`config.mk`:
```
export PLATFORM = sky130hd
export DESIGN_NAME = img2col_window_sequencer_flat
export DESIGN_NICKNAME = d
export VERILOG_FILES = /design/src/rtl/img2col_window_sequencer_if.sv /design/src/rtl/img2col_window_sequencer.sv /design/src/flat_wrapper.sv
export SDC_FILE = /design/constraint.sdc
export NUM_CORES = 1
export LEC_CHECK = 0
export CORE_MARGIN = 10
export CORE_UTILIZATION = 48
export CTS_CLUSTER_SIZE = 24
export DETAILED_ROUTE_END_ITERATION = 8
export PLACE_DENSITY = 0.74
export SLEW_MARGIN = 20
export SYNTH_ARGS = -nofsm -noshare
export SYNTH_HDL_FRONTEND = slang
export SYNTH_SLANG_ARGS = --single-unit
```
`constraint.sdc`:
```
create_clock -name clk -period 3.28 [get_ports clk]
set_clock_uncertainty 0.2 [all_clocks]
set_input_delay 0.328 -clock clk [delete_from_list [all_inputs] [get_ports clk]]
set_output_delay 0.328 -clock clk [all_outputs]
set_load 0.02 [all_outputs]
```
`src/rtl/img2col_window_sequencer_if.sv`:
```
// Control/status bundle between the img2col datapath controller and the window sequencer.
// The sequencer side uses the slave modport; the controller (or bench) uses master.
interface img2col_window_sequencer_if #(
  parameter int CNT_W = 9,
  parameter int WIN_W = 8
);
  logic             start;
  logic             map_finish;
  logic             stall;
  logic [CNT_W-1:0] cfg_preload;
  logic [CNT_W-1:0] cfg_gap;
  logic [CNT_W-1:0] cfg_active;
  logic [WIN_W-1:0] cfg_windows;
  logic             flag;
  logic [CNT_W-1:0] beat_idx;
  logic [WIN_W-1:0] win_idx;
  logic             win_last;
  logic             busy;
  logic             done;

  modport master (
    output start, map_finish, stall, cfg_preload, cfg_gap, cfg_active, cfg_windows,
    input  flag, beat_idx, win_idx, win_last, busy, done
  );

  modport slave (
    input  start, map_finish, stall, cfg_preload, cfg_gap, cfg_active, cfg_windows,
    output flag, beat_idx, win_idx, win_last, busy, done
  );
endinterface

```
`src/rtl/img2col_window_sequencer.sv`:
```
// Preload / gap / active window sequencer; state registered, flag = registered ACTIVE gated by stall.
// Stall freezes state and counters; map_finish ends the map after the current window.
module img2col_window_sequencer #(
  parameter int CNT_W = 9,
  parameter int WIN_W = 8
) (
  input  logic                 clk,
  input  logic                 nrst,
  img2col_window_sequencer_if.slave io
);

  typedef enum logic [2:0] {
    S_IDLE,
    S_PRELOAD,
    S_GAP,
    S_ACTIVE,
    S_DONE
  } state_t;

  state_t           r_state;
  logic [CNT_W-1:0] r_cnt;
  logic [WIN_W-1:0] r_win;
  logic             r_fin;
  logic [CNT_W-1:0] r_preload;
  logic [CNT_W-1:0] r_gap;
  logic [CNT_W-1:0] r_active;
  logic [WIN_W-1:0] r_windows;

  state_t           w_state_nxt;
  state_t           w_after_gap;
  logic [CNT_W-1:0] w_cnt_nxt;
  logic [WIN_W-1:0] w_win_nxt;
  logic             w_fin_nxt;
  logic [CNT_W-1:0] w_len;
  logic             w_phase_end;
  logic             w_last_win;
  logic             w_take_start;

  assign w_take_start = (r_state == S_IDLE) && io.start;
  assign w_after_gap  = (r_gap != '0) ? S_GAP : S_ACTIVE;
  assign w_last_win   = (r_win == r_windows - WIN_W'(1));

  always_comb begin
    w_len = '0;
    case (r_state)
      S_PRELOAD: w_len = r_preload;
      S_GAP:     w_len = r_gap;
      S_ACTIVE:  w_len = r_active;
      default:   w_len = '0;
    endcase
  end

  // Only consulted in phases whose latched length is known to be non-zero.
  assign w_phase_end = (r_cnt == w_len - CNT_W'(1));

  always_comb begin
    w_state_nxt = r_state;
    w_cnt_nxt   = r_cnt;
    w_win_nxt   = r_win;
    w_fin_nxt   = r_fin;
    case (r_state)
      S_IDLE: begin
        w_cnt_nxt = '0;
        w_win_nxt = '0;
        w_fin_nxt = 1'b0;
        if (io.start) begin
          if (io.cfg_active == '0 || io.cfg_windows == '0) w_state_nxt = S_DONE;
          else if (io.cfg_preload != '0)                    w_state_nxt = S_PRELOAD;
          else if (io.cfg_gap != '0)                        w_state_nxt = S_GAP;
          else                                              w_state_nxt = S_ACTIVE;
        end
      end
      S_PRELOAD, S_GAP: begin
        // A finish request between windows ends the map at once, even while stalled.
        if (io.map_finish || r_fin) begin
          w_state_nxt = S_DONE;
          w_cnt_nxt   = '0;
          w_fin_nxt   = 1'b1;
        end else if (!io.stall) begin
          if (w_phase_end) begin
            w_cnt_nxt   = '0;
            w_state_nxt = (r_state == S_PRELOAD) ? w_after_gap : S_ACTIVE;
          end else begin
            w_cnt_nxt = r_cnt + CNT_W'(1);
          end
        end
      end
      S_ACTIVE: begin
        w_fin_nxt = r_fin | io.map_finish;
        if (!io.stall) begin
          if (w_phase_end) begin
            w_cnt_nxt = '0;
            if (w_last_win || r_fin || io.map_finish) begin
              w_state_nxt = S_DONE;
            end else begin
              w_win_nxt   = r_win + WIN_W'(1);
              w_state_nxt = w_after_gap;
            end
          end else begin
            w_cnt_nxt = r_cnt + CNT_W'(1);
          end
        end
      end
      S_DONE: begin
        w_state_nxt = S_IDLE;
        w_cnt_nxt   = '0;
        w_win_nxt   = '0;
        w_fin_nxt   = 1'b0;
      end
      default: begin
        w_state_nxt = S_IDLE;
        w_cnt_nxt   = '0;
        w_win_nxt   = '0;
        w_fin_nxt   = 1'b0;
      end
    endcase
  end

  always_ff @(posedge clk or negedge nrst) begin
    if (!nrst) begin
      r_state <= S_IDLE;
      r_cnt   <= '0;
      r_win   <= '0;
      r_fin   <= 1'b0;
    end else begin
      r_state <= w_state_nxt;
      r_cnt   <= w_cnt_nxt;
      r_win   <= w_win_nxt;
      r_fin   <= w_fin_nxt;
    end
  end

  // Configuration is captured once per map so mid-run changes cannot disturb it.
  always_ff @(posedge clk or negedge nrst) begin
    if (!nrst) begin
      r_preload <= '0;
      r_gap     <= '0;
      r_active  <= '0;
      r_windows <= '0;
    end else if (w_take_start) begin
      r_preload <= io.cfg_preload;
      r_gap     <= io.cfg_gap;
      r_active  <= io.cfg_active;
      r_windows <= io.cfg_windows;
    end
  end

  assign io.flag     = (r_state == S_ACTIVE) && !io.stall;
  assign io.beat_idx = (r_state == S_ACTIVE) ? r_cnt : '0;
  assign io.win_idx  = r_win;
  assign io.win_last = (r_state == S_ACTIVE) && w_last_win;
  assign io.busy     = (r_state != S_IDLE);
  assign io.done     = (r_state == S_DONE);

endmodule
```
`src/flat_wrapper.sv`:
```
// flat-port wrapper written by rule: the top's interface ports become plain ports
module img2col_window_sequencer_flat 
#(
  parameter int CNT_W = 9,
  parameter int WIN_W = 8
)
  (clk, nrst, io_start, io_map_finish, io_stall, io_cfg_preload, io_cfg_gap, io_cfg_active, io_cfg_windows, io_flag, io_beat_idx, io_win_idx, io_win_last, io_busy, io_done);
  img2col_window_sequencer_if #(.CNT_W(CNT_W), .WIN_W(WIN_W)) io_i ();
  input  logic clk;
  input  logic nrst;
  input wire logic [$bits(io_i.start)-1:0] io_start;
  input wire logic [$bits(io_i.map_finish)-1:0] io_map_finish;
  input wire logic [$bits(io_i.stall)-1:0] io_stall;
  input wire logic [$bits(io_i.cfg_preload)-1:0] io_cfg_preload;
  input wire logic [$bits(io_i.cfg_gap)-1:0] io_cfg_gap;
  input wire logic [$bits(io_i.cfg_active)-1:0] io_cfg_active;
  input wire logic [$bits(io_i.cfg_windows)-1:0] io_cfg_windows;
  output wire logic [$bits(io_i.flag)-1:0] io_flag;
  output wire logic [$bits(io_i.beat_idx)-1:0] io_beat_idx;
  output wire logic [$bits(io_i.win_idx)-1:0] io_win_idx;
  output wire logic [$bits(io_i.win_last)-1:0] io_win_last;
  output wire logic [$bits(io_i.busy)-1:0] io_busy;
  output wire logic [$bits(io_i.done)-1:0] io_done;
  assign io_i.start = io_start;
  assign io_i.map_finish = io_map_finish;
  assign io_i.stall = io_stall;
  assign io_i.cfg_preload = io_cfg_preload;
  assign io_i.cfg_gap = io_cfg_gap;
  assign io_i.cfg_active = io_cfg_active;
  assign io_i.cfg_windows = io_cfg_windows;
  assign io_flag = io_i.flag;
  assign io_beat_idx = io_i.beat_idx;
  assign io_win_idx = io_i.win_idx;
  assign io_win_last = io_i.win_last;
  assign io_busy = io_i.busy;
  assign io_done = io_i.done;
  img2col_window_sequencer #(.CNT_W(CNT_W), .WIN_W(WIN_W)) u_core (.clk(clk), .nrst(nrst), .io(io_i));
endmodule
```
==> metrics.md, run 1 <==
| Metric | Value |
|---|---|
| HP Class | `reg2reg` |
| Cells along the critical path | `buf_6, mux2i_2, a211oi_1, buf_4, nor4_4, and3_4, a32oi_2, a2111oi_4, nand3_2, buf_4, buf_4, buf_4, o31ai_2` |
| Most used cell, CP | `buf_4` |
| Total power | `3.746 mW` |
| Initial Util | `0.4965` |
| Core box area | `0.006832 sq mm` |
| Area grow syn2layout | `30.39%` |
| Htree depth | `2` |
| Congestion Overflow GR | `0` |
| Port Buf Inserts | `60` |
| Slowest CP cell | `dfrtp_1` |
| Final setup viols | `4` |
| Vias in the first global route | `2875` |
| Fin crit period | `3.303 ns` |
| Reg area | `0.001403 sq mm` |
| TritonCTS clock tree | `yes` |
| Mean Syn Cell Area | `10.16 sq um` |
| Buf/Inv on CP | `5` |
| Routed vias/inst | `5.517` |
| Area fraction in and, or, nand and nor cells after synthesis | `0.1800` |
| Rows | `30` |
| Worst rel slew slack | `0.5288` |
| Chip Width | `104.1 um` |
| Post-synthesis mux area share | `0.1479` |
| Routed wire length | `8516 um` |
| Die ar. | `0.01083 sq mm` |
| Post-DP HPWL | `6488 um` |
| Setup TNS | `-0.05592 ns` |
| Largest area contributor in the netlist | `dfrtp_1` |
| Main combinational cell family by area after synthesis | `simple AND/OR/NAND/NOR gates` |
| Share of cells above drive strength 1 | `0.2363` |
| Number of enable flip-flop cells after synthesis | `0` |
| Via count | `2841` |
| Top post-synthesis cells by count | `dfrtp_1, mux2_2, nor2_1` |
| N_diodes | `0` |
| Outcome | `finished with violations` |
| Most used DFF post-synth | `dfrtp_1` |
| Failing checks | `negative setup slack` |
| WS Path Type | `reg2reg` |
| F_max | `302.8 MHz` |
| Largest net degree at the start of global routing | `57` |
| Drt first pass iters | `4` |
| Crit path max-delay family | `compound AO/OA/AOI/OAI gates` |
| Initial antenna violation count | `0` |
| Clock tree buffer depth | `2` |
| Fin cells | `515` |
| Syn_nets | `378` |
| Yosys warns | `0` |
| Final antenna-violating net count | `0` |
| Mapped Cells | `334` |
| Worst Tran Pin Value | `0.7068 ns` |
| Setup crit end kind | `register` |
| Max cap viols | `0` |
| Clk root buf | `clkbuf_8` |
| Post-Syn Area | `0.003392 sq mm` |
| FILL cells | `577` |
| Arrival @ worst endpoint | `3.34 ns` |
| Placed Cells | `498` |
| Sequential share of the synthesized area | `0.4131` |
| Top cell type's share of synthesized area | `0.4131` |
| # nets final | `462` |
| Area of the multi-input gates | `0.001901 sq mm` |
| Synth top area cells | `dfrtp_1, mux2_2, xnor2_1, xor2_1, nor2_1` |
| Compound-Gate Fraction of Synth Area | `0.1306` |
| CP max FO | `7` |
| Count leader, synth | `dfrtp_1` |
| Yosys reg bits | `56` |
| RSZ-0062 raised after global routing | `true` |
| CTS Sinks | `56` |
| Wire length per cell | `16.54 um` |
| Final Hold Fails | `0` |
| Die Ht | `104.1 um` |
| Post-synth cell types | `54` |
| IO Pins | `61` |
| Post-synthesis async set-or-reset flop share | `1.000` |
| Synth Area in XOR/XNOR | `0.07488` |
| GPL Wtd Cong | `0.8689` |
| DRC viols | `0` |
| Total CTS buffers | `5` |
| Startpoint types | `register` |
| CP peak stage delay | `0.43 ns` |
| First-pass GRT wire length | `14010 um` |
| Clock slew at reported path FFs | `0.11 ns` |
| Initial DRC Count | `94` |
| Setup WS post-layout | `-0.02294 ns` |
| Worst skew pair latency | `0.32 ns` |
| VDD IR max | `0.5230 mV` |
| Critical Path RT | `3.32 ns` |
| Tcrit/Tclk final | `1.007` |
| PD cells | `847.0 mW/mm^2` |
| Final Max Tran Viols | `0` |
| Post-Synth Adder-Cell Area | `0.01475` |
| P_leak | `1.734 nW` |
| Total track usage | `0.1523` |
==> area by class of cell <==
cell class | instances | area share
Multi-Input combinational cell | 251 | 0.4297
Clock buffer | 5 | 0.01556
Inverter | 8 | 0.006789
Tap cell | 96 | 0.02716
Clock inverter | 3 | 0.004809
Timing Repair Buffer | 96 | 0.1989
Sequential cell | 56 | 0.3171
==> path summary, 6_finish.rpt <==
kind / startpoint / to / slack (ns) / cells past startpoint
setup / recovery: u_core.r_state[1]$_DFFE_PN0P_ / u_core.io.win_idx[0]$_DFFE_PN0P_ / -0.02 / 13
hold / removal: u_core.r_preload[3]$_DFFE_PN0P_ / u_core.r_preload[3]$_DFFE_PN0P_ / 0.33 / 1
setup reg to reg: u_core.r_state[1]$_DFFE_PN0P_ / u_core.io.win_idx[0]$_DFFE_PN0P_ / -0.02 / 13
hold reg to reg: u_core.r_preload[3]$_DFFE_PN0P_ / u_core.r_preload[3]$_DFFE_PN0P_ / 0.33 / 1
max in group asynchronous: nrst / u_core.r_state[0]$_DFFE_PN0P_ / 1.89 / 3
min in group asynchronous: nrst / u_core.r_windows[0]$_DFFE_PN0P_ / 0.47 / 3
==> cell families (layout without fill, tap and decap cells) <==
family / Yosys count / in the layout
muxes: 45 / 45
AOI/OAI and AO/OA: 59 / 59
DFF: 56 / 56
xor gates and xnor gates: 29 / 29
buffers and inverters: 27 / 112
and+or+nand+nor: 114 / 114
adders and majority gates: 4 / 4
==> power breakdown <==
| group | internal (mW) | leakage, nW | switching, mW |
|---|---|---|---|
| clock | 0.152 | 0.0445 | 0.240 |
| combinational | 1.14 | 0.990 | 1.03 |
| sequential | 0.944 | 0.699 | 0.247 |
==> layout by cell type (no fill, tap or decap), drive strengths merged, types with 14 or more instances in the layout <==
master          n
dfrtp          56
buf            37
nor3           15
mux2           38
nand2          14
nor2           27
nand3          14
clkdlybuf4s50  58
xnor2          17
==> state kept, by name, summed over array words and instances, names as in the netlist <==
| register | count |
|---|---|
| u_core.r_fin | 1 |
| u_core.r_windows | 8 |
| u_core.r_state | 3 |
| u_core.r_cnt | 9 |
| u_core.io.win_idx | 8 |
| u_core.r_active | 9 |
| u_core.r_preload | 9 |
| u_core.r_gap | 9 |
==> metal layers <==
metal | GRT usage | routed length (um) | vias up
li1 | - | - | 1382
met1 | 0.1980 | 3923 | 1394
met2 | 0.2477 | 4128 | 59
met3 | 0.03532 | 383 | 6
met4 | 0.03877 | 80 | 0
met5 | 0 | 0 | -
==> metrics by stage <==
stage / hold slack, ns / util / setup WS (ns) / area, sq um
after detailed placement: 0.3052 / 0.6179 / -0.05364 / 4222
after global placement: 0.3018 / 0.6179 / 0.03340 / 4222
after floorplan: -0.1676 / - / 0.02261 / 3392
after CTS: 0.3297 / 0.6383 / 0.009846 / 4360
final: 0.3297 / 0.6474 / -0.02294 / 4423
after global routing: 0.3525 / 0.6474 / -0.2059 / 4423
==> repair_timing <==
item,CTS,global route
hold buffers,1,0
endpoints found under the hold margin,56,0
endpoints found under the setup margin,11,11
pin swaps,2,8
buffers inserted,3,5
gates resized for setup,9,10
(Power assumes the default switching activity.)
==> inputs of run 2 (changes only) <==
CTS_CLUSTER_SIZE = 25   (was 24)
==> results of run 2 <==
Same layout as run 1: the final DEF is identical, and so are final timing and power.
==> inputs of run 3 (changes only) <==
clock period = 2.8 ns   (was 3.28 ns; I/O delays follow)
==> metrics.md, run 3 (synthesized netlist as in run 1, its figures left out) <==
| Metric | Value |
|---|---|
| Worst rel slew slack | `0.5818 (+0.05302)` |
| Final Max Tran Viols | `0 (unchanged)` |
| RSZ-0062 raised after global routing | `true` |
| First-pass GRT wire length | `14920 um (+6.5%)` |
| Worst Tran Pin Value | `0.6273 ns (-0.07952 ns)` |
| Commonest non-fill, non-tap cell in the layout | `clkdlybuf4s50_1` |
| Htree depth | `2 (unchanged)` |
| Arrival @ worst endpoint | `3.30 ns (-0.04 ns)` |
| WS Path Type | `reg2reg` |
| Initial DRC Count | `96 (+2.1%)` |
| Area grow syn2layout | `46.22%` |
| Congestion Overflow GR | `0 (unchanged)` |
| Fin crit period | `3.259 ns (-0.04345 ns)` |
| Total CTS buffers | `5 (unchanged)` |
| Most frequent cells in the layout | `clkdlybuf4s50_1, dfrtp_1, buf_4, mux2_2, nor2_1` |
| Setup WS post-layout | `-0.4595 ns (-0.4366 ns)` |
| Rows | `30 (unchanged)` |
| Worst skew pair latency | `0.32 ns (about the same)` |
| F_max | `306.8 MHz (+1.3%)` |
| Share of cells above drive strength 1 | `0.3563 (+0.1201)` |
| Post-DP HPWL | `6978 um (+7.6%)` |
| Max cap viols | `0 (unchanged)` |
| PD cells | `1050 mW/mm^2 (+24%)` |
| CP max FO | `6 (-1)` |
| Die Ht | `104.1 um (unchanged)` |
| TritonCTS clock tree | `yes` |
| Clk root buf | `clkbuf_8` |
| Final setup viols | `21 (+17)` |
| Port Buf Inserts | `60 (unchanged)` |
| Failing checks | `negative setup slack` |
| Outcome | `finished with violations` |
| Routed vias/inst | `5.549 (+0.58%)` |
| R2R Setup Slk | `-0.46 ns (-0.44 ns)` |
| HP Class | `in2async` |
| IO Pins | `61 (unchanged)` |
| Via count | `3024 (+6.4%)` |
| Clock slew at reported path FFs | `0.11 ns (about the same)` |
| Wire length per cell | `17.40 um (+5.2%)` |
| Initial antenna violation count | `0 (unchanged)` |
| FILL cells | `512 (-11%)` |
| Critical Path End | `u_core.io.win_idx[6]$_DFFE_PN0P_` |
| Setup TNS | `-6.351 ns (-6.295 ns)` |
| Total track usage | `0.1645 (+0.01228)` |
| Tcrit/Tclk final | `1.164 (+0.1571)` |
| R2r endpoint | `u_core.io.win_idx[6]$_DFFE_PN0P_` |
| VDD IR max | `0.7967 mV (+52%)` |
| Fin util | `0.7260 (+0.07857)` |
| Setup crit end kind | `register` |
| Final Hold Fails | `0 (unchanged)` |
| GPL Wtd Cong | `0.8563 (-1.5%)` |
| Die ar. | `0.01083 sq mm (unchanged)` |
| Hold_ws | `0.3012 ns (-0.02846 ns)` |
| Final antenna-violating net count | `0 (unchanged)` |
| Critical Path RT | `2.84 ns (-0.48 ns)` |
| Worst r2r path cells | `11 (-2)` |
| Initial Util | `0.4965 (unchanged)` |
| Clock tree buffer depth | `2 (unchanged)` |
| Vias in the first global route | `3002 (+4.4%)` |
| Core box area | `0.006832 sq mm (unchanged)` |
| CTS Sinks | `56 (unchanged)` |
| Launch point of the critical path | `u_core.r_state[1]$_DFFE_PN0P_` |
| N_diodes | `0 (unchanged)` |
| # nets final | `492 (+6.5%)` |
| Largest net degree at the start of global routing | `29 (-49%)` |
| Startpoint types | `register` |
| Pre-CTS setup slack | `-0.5548 ns (-0.5011 ns)` |
| P_leak | `1.950 nW (+12%)` |
| Worst R2R Start | `u_core.r_state[1]$_DFFE_PN0P_` |
| Drt first pass iters | `4 (unchanged)` |
| DRC viols | `0 (unchanged)` |
| Chip Width | `104.1 um (unchanged)` |
| Routed wire length | `9484 um (+11%)` |
[run 3: cell types whose count changed in the layout (fill, tap and decap cells not counted), sizes merged]
| cell | previous run | this run |
|---|---|---|
| buf | 37 | 67 |
[run 3: cell type report]
type                    instances  area (sq um)  area share
flip-flops and latches         56          1404      0.2830
clock inverters                 3         21.27    0.004289
clock buffers                   5         68.82     0.01387
repair buffers                126          1176      0.2371
inverters                       8         30.03    0.006054
multi-input cells             251          2140      0.4314
well taps                      96         120.1     0.02422
[run 3: worst min-delay path by stage]
stage / depth (start not counted) / slack [ns] / end
after global placement: 1 / 0.12 / u_core.io.win_idx[3]$_DFFE_PN0P_
after CTS: 2 / 0.32 / u_core.r_active[3]$_DFFE_PN0P_
after detailed placement: 1 / 0.13 / u_core.io.win_idx[0]$_DFFE_PN0P_
after floorplan: 0 / -0.22 / u_core.io.win_idx[0]$_DFFE_PN0P_
final: 2 / 0.30 / u_core.io.win_idx[3]$_DFFE_PN0P_
after global routing: 1 / 0.34 / u_core.r_active[1]$_DFFE_PN0P_
[run 3: metal layers]
layer | track usage | routed length, um | vias up
met2 | 0.2748 | 4567 | 99
li1 | - | - | 1441
met5 | 0 | 0 | -
met1 | 0.2022 | 4142 | 1466
met4 | 0.04374 | 229 | 0
met3 | 0.04709 | 545 | 18
[run 3: where the power goes]
| group | leakage [nW] | internal (mW) | switching (mW) |
|---|---|---|---|
| logic | 1.21 | 1.84 | 1.49 |
| clock network | 0.0445 | 0.178 | 0.281 |
| registers | 0.698 | 1.11 | 0.311 |
| total | 1.95 | 3.12 | 2.09 |
[run 3: per-stage QoR]
step,instances,power [mW],instance area (sq um)
2_1_floorplan,334,3.053,3425
3_3_place_gp,527,3.948,4464
3_5_place_dp,527,4.026,4464
4_1_cts,542,4.856,4780
5_1_grt,545,5.536,4960
6_report,545,5.210,4960
[run 3: timing repair]
item / CTS / global route
buffers inserted: 7 / 4
pin swaps: 18 / 15
endpoints found under the setup margin: 30 / 30
hold endpoints to repair: 24 / 0
gates cloned: 1 / 0
resized for setup: 40 / 39
hold buffers: 1 / 0
[run 3: worst max-delay path: stages, from the launching register on]
cell	delay (ns)
dfrtp_2	0.49
mux2i_1	0.33
a211oi_2	0.13
inv_1	0.14
ha_4	0.20
nor2b_1	0.15
o2111a_1	0.22
a32oi_2	0.07
a2111oi_4	0.43
nand3_2	0.19
or4_1	0.50
a21boi_1	0.13
